File: src/rtl/cpu_clock_ctrl_if.sv
// cpu_clock_ctrl_if: the button, HLT-decode and divider-load bus between the
// front panel / CPU and the clock controller, along with the controller's
// status and strobe outputs.
//   run_btn, step_btn : debounced buttons, acted on at their rising edge
//   halt_req          : one-cycle pulse from the CPU HLT instruction
//   div_wr, div_data  : load strobe and value for a new terminal count
//   cpu_en            : one-cycle CPU advance strobe
//   clock_out         : LED indicator, toggles on every cpu_en
//   running, state    : status (HALT=00, RUN=01, STEP=10)
interface cpu_clock_ctrl_if #(
    parameter int unsigned DIV_WIDTH = 18
);
    logic                 run_btn;
    logic                 step_btn;
    logic                 halt_req;
    logic                 div_wr;
    logic [DIV_WIDTH-1:0] div_data;
    logic                 cpu_en;
    logic                 clock_out;
    logic                 running;
    logic [1:0]           state;

    modport master (
        output run_btn, step_btn, halt_req, div_wr, div_data,
        input  cpu_en, clock_out, running, state
    );

    modport slave (
        input  run_btn, step_btn, halt_req, div_wr, div_data,
        output cpu_en, clock_out, running, state
    );
endinterface

File: src/rtl/cpu_clock_ctrl.sv
// cpu_clock_ctrl: run/halt/single-step clock controller for the 8-bit CPU.
// Produces a one-cycle cpu_en strobe on the system clock, either from a
// runtime-programmable divider (RUN), one per step press (STEP), or none (HALT).
//   clock_in : system clock
//   nReset   : synchronous, active-low reset
//   bus      : control/status bus (see cpu_clock_ctrl_if)
module cpu_clock_ctrl #(
    parameter int unsigned          DIV_WIDTH = 18,
    parameter logic [DIV_WIDTH-1:0] DIV_RESET = DIV_WIDTH'(199999)
) (
    input  logic              clock_in,
    input  logic              nReset,
    cpu_clock_ctrl_if.slave   bus
);

    typedef enum logic [1:0] {
        HALT = 2'b00,
        RUN  = 2'b01,
        STEP = 2'b10
    } state_t;

    state_t               state_q, state_d;
    logic [DIV_WIDTH-1:0] count_q, count_d;
    logic [DIV_WIDTH-1:0] div_reg_q, div_reg_d;
    logic [DIV_WIDTH-1:0] div_pend_q, div_pend_d;
    logic                 pend_q, pend_d;
    logic                 cpu_en_q, cpu_en_d;
    logic                 clock_out_q, clock_out_d;
    logic                 run_prev_q, run_prev_d;
    logic                 step_prev_q, step_prev_d;

    logic run_edge;
    logic step_edge;
    logic apply;

    assign run_edge  = bus.run_btn & ~run_prev_q;
    assign step_edge = bus.step_btn & ~step_prev_q;

    always_comb begin
        state_d     = state_q;
        count_d     = count_q;
        cpu_en_d    = 1'b0;
        clock_out_d = clock_out_q;
        div_reg_d   = div_reg_q;
        div_pend_d  = div_pend_q;
        pend_d      = pend_q;
        apply       = 1'b0;
        run_prev_d  = bus.run_btn;
        step_prev_d = bus.step_btn;

        case (state_q)
            HALT: begin
                count_d = '0;
                apply   = 1'b1;
                if (bus.halt_req) begin
                    state_d = HALT;
                end else if (run_edge) begin
                    state_d = RUN;
                end else if (step_edge) begin
                    state_d     = STEP;
                    cpu_en_d    = 1'b1;
                    clock_out_d = ~clock_out_q;
                end
            end
            RUN: begin
                // Halting wins over a coincident terminal count.
                if (bus.halt_req || run_edge) begin
                    state_d = HALT;
                    count_d = '0;
                end else if (count_q == div_reg_q) begin
                    count_d     = '0;
                    cpu_en_d    = 1'b1;
                    clock_out_d = ~clock_out_q;
                    apply       = 1'b1;
                end else begin
                    count_d = count_q + DIV_WIDTH'(1);
                end
            end
            STEP: begin
                state_d = HALT;
                count_d = '0;
                apply   = 1'b1;
            end
            default: begin
                state_d = HALT;
                count_d = '0;
            end
        endcase

        // A pending value is only ever applied while count is (or becomes) 0,
        // so count can never overshoot a shrunken terminal count.
        if (apply && pend_q) begin
            div_reg_d = bus.div_wr ? bus.div_data : div_pend_q;
            pend_d    = 1'b0;
        end else if (bus.div_wr) begin
            div_pend_d = bus.div_data;
            pend_d     = 1'b1;
        end
    end

    always_ff @(posedge clock_in) begin
        // Button history tracks the inputs even in reset, so a button held
        // through reset release is not seen as an edge.
        run_prev_q  <= run_prev_d;
        step_prev_q <= step_prev_d;
        if (!nReset) begin
            state_q     <= HALT;
            count_q     <= '0;
            div_reg_q   <= DIV_RESET;
            div_pend_q  <= '0;
            pend_q      <= 1'b0;
            cpu_en_q    <= 1'b0;
            clock_out_q <= 1'b0;
        end else begin
            state_q     <= state_d;
            count_q     <= count_d;
            div_reg_q   <= div_reg_d;
            div_pend_q  <= div_pend_d;
            pend_q      <= pend_d;
            cpu_en_q    <= cpu_en_d;
            clock_out_q <= clock_out_d;
        end
    end

    assign bus.cpu_en    = cpu_en_q;
    assign bus.clock_out = clock_out_q;
    assign bus.running   = (state_q == RUN);
    assign bus.state     = state_q;

endmodule
File: src/flat_wrapper.sv
// flat-port wrapper written by rule: the top's interface ports become plain ports
module cpu_clock_ctrl_flat 
#(
    parameter int unsigned          DIV_WIDTH = 18,
    parameter logic [DIV_WIDTH-1:0] DIV_RESET = DIV_WIDTH'(199999)
)
  (clock_in, nReset, bus_run_btn, bus_step_btn, bus_halt_req, bus_div_wr, bus_div_data, bus_cpu_en, bus_clock_out, bus_running, bus_state);
  cpu_clock_ctrl_if #(.DIV_WIDTH(DIV_WIDTH)) bus_i ();
  input  logic clock_in;
  input  logic nReset;
  input wire logic [$bits(bus_i.run_btn)-1:0] bus_run_btn;
  input wire logic [$bits(bus_i.step_btn)-1:0] bus_step_btn;
  input wire logic [$bits(bus_i.halt_req)-1:0] bus_halt_req;
  input wire logic [$bits(bus_i.div_wr)-1:0] bus_div_wr;
  input wire logic [$bits(bus_i.div_data)-1:0] bus_div_data;
  output wire logic [$bits(bus_i.cpu_en)-1:0] bus_cpu_en;
  output wire logic [$bits(bus_i.clock_out)-1:0] bus_clock_out;
  output wire logic [$bits(bus_i.running)-1:0] bus_running;
  output wire logic [$bits(bus_i.state)-1:0] bus_state;
  assign bus_i.run_btn = bus_run_btn;
  assign bus_i.step_btn = bus_step_btn;
  assign bus_i.halt_req = bus_halt_req;
  assign bus_i.div_wr = bus_div_wr;
  assign bus_i.div_data = bus_div_data;
  assign bus_cpu_en = bus_i.cpu_en;
  assign bus_clock_out = bus_i.clock_out;
  assign bus_running = bus_i.running;
  assign bus_state = bus_i.state;
  cpu_clock_ctrl #(.DIV_WIDTH(DIV_WIDTH), .DIV_RESET(DIV_RESET)) u_core (.clock_in(clock_in), .nReset(nReset), .bus(bus_i));
endmodule
File: config.mk
export PLATFORM = sky130hd
export DESIGN_NAME = cpu_clock_ctrl_flat
export DESIGN_NICKNAME = d
export VERILOG_FILES = /design/src/rtl/cpu_clock_ctrl_if.sv /design/src/rtl/cpu_clock_ctrl.sv /design/src/flat_wrapper.sv
export SDC_FILE = /design/constraint.sdc
export NUM_CORES = 1
export LEC_CHECK = 0
export BUFFER_PORTS_ARGS = -buffer_cell sky130_fd_sc_hd__buf_2
export CELL_PAD_IN_SITES_DETAIL_PLACEMENT = 0
export CELL_PAD_IN_SITES_GLOBAL_PLACEMENT = 1
export CORE_MARGIN = 3
export CORE_UTILIZATION = 49
export DETAILED_ROUTE_END_ITERATION = 8
export GPL_TIMING_DRIVEN = 0
export PLACE_DENSITY = 0.83
export SYNTH_ARGS = -nofsm -noshare
export SYNTH_HDL_FRONTEND = slang
export SYNTH_SLANG_ARGS = --single-unit
export TNS_END_PERCENT = 100
File: constraint.sdc
create_clock -name clock_in -period 5.45 [get_ports clock_in]
set_input_delay 0.545 -clock clock_in [delete_from_list [all_inputs] [get_ports clock_in]]
set_output_delay 0.545 -clock clock_in [all_outputs]
set_load 0.01 [all_outputs]
==> results of run 1 <==
-- path summary, 6_finish.rpt --
check                                          from                                end  slack (ns)  cells after the start
setup / recovery       u_core.count_q[3]$_SDFF_PP0_  u_core.div_reg_q[16]$_SDFFE_PN1P_        3.39                      6
hold / removal                         bus_step_btn         u_core.step_prev_q$_DFF_P_        0.32                      1
setup reg to reg       u_core.count_q[3]$_SDFF_PP0_  u_core.div_reg_q[16]$_SDFFE_PN1P_        3.39                      6
hold reg to reg   u_core.div_pend_q[6]$_SDFFE_PN0N_  u_core.div_pend_q[6]$_SDFFE_PN0N_        0.46                      2
-- per-stage QoR --
step,std cells,setup WS (ns)
floorplan,317,3.588
global placement,417,3.172
detailed placement,417,3.170
CTS,433,3.379
global route,433,3.225
finish,433,3.390
-- cell usage after synthesis (all sizes together) (2+ instances only) --
cell | number | area (sq um)
xnor2 | 14 | 122.6
dfxtp | 61 | 1221
nand2b | 15 | 93.84
xor2 | 17 | 148.9
buf | 7 | 56.30
nor4 | 3 | 18.77
nor2b | 6 | 45.04
and3 | 4 | 30.03
nand3 | 8 | 40.04
nand2 | 68 | 255.2
a41oi | 2 | 36.29
inv | 4 | 15.01
mux2 | 18 | 210.2
nor2 | 23 | 86.33
nor3 | 5 | 35.03
mux2i | 37 | 370.4
nand4 | 5 | 31.28
clkbuf | 9 | 33.78
-- layer usage --
metal | global-route usage [%] | part of all wire, % | up-vias
met5 | 0 | 0 | -
met4 | 7.895 | 2.1 | 0
met3 | 5.627 | 4.6 | 14
met2 | 29.72 | 44 | 41
met1 | 23.84 | 49 | 1010
li1 | - | - | 1136
-- critical path: stages, from the launching register on --
cell and delay, ns:
dfxtp_1 0.42, xnor2_1 0.18, nand4_1 0.13, nor3_2 0.40, a41oi_4 0.29, buf_6 0.25
mux2_4 0.29
-- final cells by class --
type	count	area (sq um)	area share, %
well taps	72	90.09	2.662
plain buffers	16	90.09	2.662
inverters	4	15.01	0.4436
multi-input cells	236	1637	48.35
clock inverters	5	50.05	1.479
flip-flops and latches	61	1221	36.08
repair buffers	28	140.1	4.140
clock buffers	11	141.4	4.177
-- cells in the final DEF, fill, tap and decap left out, types with 2 or more instances in the layout --
| master | n |
|---|---|
| clkbuf_8 | 10 |
| nand3_1 | 8 |
| inv_1 | 4 |
| nand2b_1 | 15 |
| nor3_1 | 3 |
| xor2_1 | 17 |
| xnor2_1 | 14 |
| buf_6 | 3 |
| nor2_1 | 23 |
| nand4_1 | 5 |
| dfxtp_1 | 61 |
| mux2_4 | 2 |
| nor3_2 | 2 |
| clkbuf_1 | 10 |
| clkinv_2 | 4 |
| nor2b_1 | 5 |
| mux2_2 | 16 |
| mux2i_1 | 37 |
| and3_1 | 3 |
| nor4_1 | 3 |
| nand2_1 | 68 |
| buf_2 | 31 |
-- kinds of logic (layout without fill, tap and decap cells) --
logic type,count (synthesis),in the layout
simple gates,141,141
flops,61,61
mux,55,55
xor+xnor,31,31
buf+inv,20,64
compound gates,8,8
fa+ha+maj,1,1
-- power by group through the flow --
stage,combinational [W],clock (W),sequential [W]
final,0.000108,0.000391,0.000482
after global routing,0.000120,0.000429,0.000485
after CTS,0.000110,0.000404,0.000482
after detailed placement,0.000109,0,0.000492
after global placement,0.000107,0,0.000492
after floorplan,0.0000809,0,0.000488
-- flip-flops by register name, indices dropped and copies added (netlist names) --
signal	flops
u_core.bus.clock_out	1
u_core.bus.cpu_en	1
u_core.bus.state	2
u_core.count_q	18
u_core.div_pend_q	18
u_core.div_reg_q	18
u_core.pend_q	1
u_core.run_prev_q	1
u_core.step_prev_q	1
==> results.txt, run 1 <==
FILL cells: 533
CTS buffer count: 9
Sequential share of power: 49.1%
Die X: 83.76 um
Sw Pwr: 0.0002384 W
Final instance area: 0.003385 sq mm
CP required: 5.68 ns
Routed len/inst: 13.71 um
Vias in the first global route: 2186
Largest net degree at the start of global routing: 11
Final Cycle Share: 37.80%
GRT Util Overall: 18.82%
Slew @ Worst Pin: 0.6191 ns
Post-Syn Instances: 317
Complex-gate fraction of the synthesized area: 3.505%
Post-layout util: 59.63%
WHS: 0.3165 ns
FFs w/ async S/R, synth: 0%
Mapped Area: 0.002963 sq mm
Clock Power Share: 39.9%
Worst-path clk slew: 0.07 ns
Worst vdd ir: 0.1653 mV
Area delta synth->final: 14.23%
Share of cells above drive strength 1: 20.50%
Hold buffers post-CTS: 0
Final Power: 0.0009817 W
Leakage power figure: 1.371 nW
Vertical die dimension: 83.76 um
Initial antenna violation count: 0
Power per Cell Area: 290.0 mW/mm^2
First-pass GRT wire length: 10490 um
Max cap viols: 0
Post-CTS Resized: 0
Largest family of logic cells by synthesized area: simple AND/OR/NAND/NOR gates
Worst Hold Class: in -> reg
Final number of hold-violating endpoints: 0
Mux contribution to synthesized area: 19.59%
Die area: 0.007016 sq mm
CP Capture Type: flop
Gpl congestion: 0.7616
Core footprint: 0.005675 sq mm
Port Buf Inserts: 28
Largest buffer count on any clock path: 2
Vias per Instance: 5.083
Post-synthesis sequential area ratio: 41.22%
Crit Path Class: reg -> reg
EDFF count, synth: 0
Initial Utilization: 52.20%
Sw Ratio: 24.29%
Antenna-violating nets left: 0
Yosys cell types: 36
CTS tree: built
Number of synthesized register bits: 61
TritonCTS Sinks: 61
RSZ-0062 raised after global routing: false
Drt drc: 0
Synth warnings: 0
DRT iter0 DRCs: 85
IO Pins: 29
Syn_area_per_cell: 9.347 sq um
Diode count: 0
Clock Tree Root: clkbuf_8
Startpoint class of the critical path: flop
Std cell rows: 27
Most used DFF post-synth: dfxtp_1
Setup Viol. Count Final: 0
Worst-skew pair later-pin latency: 0.34 ns
Crit path time final: 2.060 ns
Relative slew slack: 58.35%
Crit path DAT: 2.29 ns
Area share of fa/ha/maj cells after synthesis: 0.4223%
Layout Skew: 0.007017 ns
H-tree depth: 3
Post-CTS setup repair buffer count: 0
Fin nets: 381
Pre-antenna DRT Iters: 4
Fmax: 485.5 MHz
Max Slew Vio Count: 0
HPWL Detailed: 4458 um
Via count: 2201
Post-Syn Nets: 342
Crit-path max FO: 10
Setup_tns: 0 ns
Synth Area in Simple Gates: 22.55%
Status: finished clean
Post-Synth XOR/XNOR Area: 9.164%
Combinational group share of total power: 11.0%
Internal Pwr Total: 0.0007432 W
Total gr overflow: 0
WL final: 5935 um
Post-DP Area: 0.003193 sq mm
(Power assumes the default switching activity.)
==> run 2: changes to the inputs <==
--- a/config.mk
+++ b/config.mk
@@ -9,10 +9,10 @@
 export CELL_PAD_IN_SITES_DETAIL_PLACEMENT = 0
 export CELL_PAD_IN_SITES_GLOBAL_PLACEMENT = 1
 export CORE_MARGIN = 3
-export CORE_UTILIZATION = 49
+export CORE_UTILIZATION = 45
 export DETAILED_ROUTE_END_ITERATION = 8
 export GPL_TIMING_DRIVEN = 0
-export PLACE_DENSITY = 0.83
+export PLACE_DENSITY = 0.77
 export SYNTH_ARGS = -nofsm -noshare
 export SYNTH_HDL_FRONTEND = slang
 export SYNTH_SLANG_ARGS = --single-unit
==> constraint.sdc (replaced) <==
create_clock -name clock_in -period 2.05 [get_ports clock_in]
set_input_delay 0.205 -clock clock_in [delete_from_list [all_inputs] [get_ports clock_in]]
set_output_delay 0.205 -clock clock_in [all_outputs]
set_load 0.01 [all_outputs]
==> results.txt, run 2 (same netlist as run 1, synthesis figures left out) <==
Max cap viols: 0 (unchanged)
GRT Util Overall: 18.12% (was 18.82%)
Final Cycle Share: 93.39% (was 37.80%)
Fmax: 522.4 MHz (was 485.5 MHz)
Clock Tree Root: clkbuf_8 (unchanged)
Most frequent cells in the layout: nand2_1, dfxtp_1, mux2i_1, buf_2, nor2_1 (unchanged)
Std cell rows: 28 (was 27)
Worst Hold Class: in -> reg (unchanged)
DRT iter0 DRCs: 96 (was 85)
Max Slew Vio Count: 0 (unchanged)
CTS buffer count: 9 (unchanged)
Most common cell after layout, fill and taps aside: nand2_1 (unchanged)
Worst-skew pair later-pin latency: 0.34 ns (about the same)
Finished Layout Cells: 441 (was 433)
Fin nets: 387 (was 381)
Reg2Reg Setup Slack: 0.14 ns (was 3.39 ns)
Largest buffer count on any clock path: 2 (unchanged)
Power per Cell Area: 744.1 mW/mm^2 (was 290.0 mW/mm^2)
Status: finished clean (unchanged)
Largest net degree at the start of global routing: 11 (unchanged)
Area delta synth->final: 16.09% (was 14.23%)
First-pass GRT wire length: 10480 um (was 10490 um)
Diode count: 0 (unchanged)
TritonCTS Sinks: 61 (unchanged)
Port Buf Inserts: 28 (unchanged)
Final number of hold-violating endpoints: 0 (unchanged)
H-tree depth: 3 (unchanged)
Critical Path End: u_core.div_pend_q[6]$_SDFFE_PN0N_ (was u_core.div_reg_q[16]$_SDFFE_PN1P_)
FILL cells: 606 (was 533)
Layout Skew: 0.007326 ns (was 0.007017 ns)
Total gr overflow: 0 (unchanged)
RSZ-0062 raised after global routing: false (unchanged)
Gpl congestion: 0.7071 (was 0.7616)
FF-to-FF Start: u_core.count_q[10]$_SDFF_PP0_ (was u_core.count_q[3]$_SDFF_PP0_)
Core footprint: 0.006131 sq mm (was 0.005675 sq mm)
CTS tree: built (unchanged)
Worst vdd ir: 0.5147 mV (was 0.1653 mV)
Biggest regs: u_core.count_q (18), u_core.div_pend_q (18), u_core.div_reg_q (18) (unchanged)
Vertical die dimension: 87.14 um (was 83.76 um)
CP required: 2.27 ns (was 5.68 ns)
Die X: 87.14 um (was 83.76 um)
Via count: 2253 (was 2201)
Die area: 0.007593 sq mm (was 0.007016 sq mm)
Share of cells above drive strength 1: 21.04% (was 20.50%)
CP Capture Type: flop (unchanged)
Critical path's slowest cell: dfxtp_1 (unchanged)
Initial antenna violation count: 0 (unchanged)
Antenna-violating nets left: 0 (unchanged)
Worst-path clk slew: 0.07 ns (about the same)
Pre-antenna DRT Iters: 4 (unchanged)
Final Power: 0.002559 W (was 0.0009817 W)
Critical Path, Cell by Cell: nor2b_4 > a2111oi_4 > and3_4 > a41oi_1 > buf_4 > buf_6 > mux2i_1 (was xnor2_1 > nand4_1 > nor3_2 > a41oi_4 > buf_6 > mux2_4)
Initial Utilization: 48.33% (was 52.20%)
Register-to-Register Path Depth: 7 (was 6)
HPWL Detailed: 4524 um (was 4458 um)
Relative slew slack: 58.52% (was 58.35%)
Crit path from: u_core.count_q[10]$_SDFF_PP0_ (was u_core.count_q[3]$_SDFF_PP0_)
Vias in the first global route: 2219 (was 2186)
Setup Viol. Count Final: 0 (unchanged)
Vias per Instance: 5.109 (was 5.083)
Crit Path Class: reg -> reg (unchanged)
Setup slack after layout: 0.1356 ns (was 3.390 ns)
Slew @ Worst Pin: 0.6223 ns (was 0.6191 ns)
IO Pins: 29 (unchanged)
Startpoint class of the critical path: flop (unchanged)
Crit-path max FO: 10 (unchanged)
Dpl ws: -0.03102 ns (was 3.170 ns)
Leakage power figure: 1.404 nW (was 1.371 nW)
Placed Instances: 420 (was 417)
Crit path DAT: 2.14 ns (was 2.29 ns)
Drt drc: 0 (unchanged)
Routed len/inst: 14.02 um (was 13.71 um)
Reg2Reg Capture Point: u_core.div_pend_q[6]$_SDFFE_PN0N_ (was u_core.div_reg_q[16]$_SDFFE_PN1P_)
CP max stage delay: 0.36 ns (was 0.42 ns)
Crit path time final: 1.914 ns (was 2.060 ns)
WL final: 6185 um (was 5935 um)
run 2: cell types whose count changed in the layout (fill, tap and decap cells not counted), sizes merged:
| cell | before | now |
|---|---|---|
| clkbuf | 20 | 23 |
| clkinv | 4 | 1 |
| buf | 35 | 39 |
| dlygate4sd3 | 0 | 2 |
| bufinv | 1 | 0 |
run 2: power breakdown:
group / leakage [nW] / switching (W) / internal, W
Sequential: 0.499 / 0.0000374 / 0.00124
Clock: 0.0926 / 0.000447 / 0.000530
Combinational: 0.813 / 0.000147 / 0.000154
Total: 1.40 / 0.000631 / 0.00193
run 2: layout make-up:
class                      instances  area (sq um)  area share, %
multi-input combinational        236          1649          47.94
sequential                        61          1221          35.50
tap                               75         93.84          2.728
timing repair buffer              35         197.7          5.748
inverter                           4         15.01         0.4365
buffer                            15         85.08          2.474
clock inverter                     1         5.005         0.1455
clock buffer                      14         172.7          5.020
run 2: worst min-delay path by stage:
stage	from	endpoint	slack [ns]	cells past startpoint
2_1_floorplan	bus_run_btn	u_core.run_prev_q$_DFF_P_	0.23	0
3_3_place_gp	bus_run_btn	u_core.run_prev_q$_DFF_P_	0.32	1
3_5_place_dp	bus_run_btn	u_core.run_prev_q$_DFF_P_	0.32	1
4_1_cts	bus_div_data[13]	u_core.div_pend_q[13]$_SDFFE_PN0N_	0.10	3
5_1_grt	bus_div_data[4]	u_core.div_pend_q[4]$_SDFFE_PN0N_	0.11	3
6_report	bus_div_data[2]	u_core.div_pend_q[2]$_SDFFE_PN0N_	0.11	3
run 2: critical path, delay by kind of cell, from the launching register on:
family                 cells  cell delay [ns]
AO/OA/AOI/OAI              2             0.47
buffers and inverters      2             0.40
flip-flops                 1             0.36
multiplexers               1             0.13
AND/OR/NAND/NOR            2             0.44
run 2: per-stage QoR:
step	hold slack (ns)	util (%)	area [sq um]	setup TNS [ns]
detailed placement	0.3201	52.14	3197	-0.06069
global route	0.1130	56.10	3440	0
global placement	0.3186	52.14	3197	-0.01396
finish	0.1136	56.10	3440	0
CTS	0.1032	55.47	3401	0
floorplan	0.2327	-	2963	0
run 2: routing by layer:
layer | wire length (um) | vias to the layer above | GRT usage, %
met5 | 0 | - | 0
li1 | - | 1150 | -
met3 | 320 | 9 | 6.717
met4 | 97 | 0 | 5.021
met2 | 2765 | 37 | 28.50
met1 | 3001 | 1057 | 23.35
run 2: timing repair:
item / in CTS / in global routing
hold buffers: 2 / 0
resized for setup: 1 / 1
hold endpoints to repair: 2 / 0
pin swaps: 1 / 2
endpoints found under the setup margin: 2 / 3
buffers inserted: 0 / 5
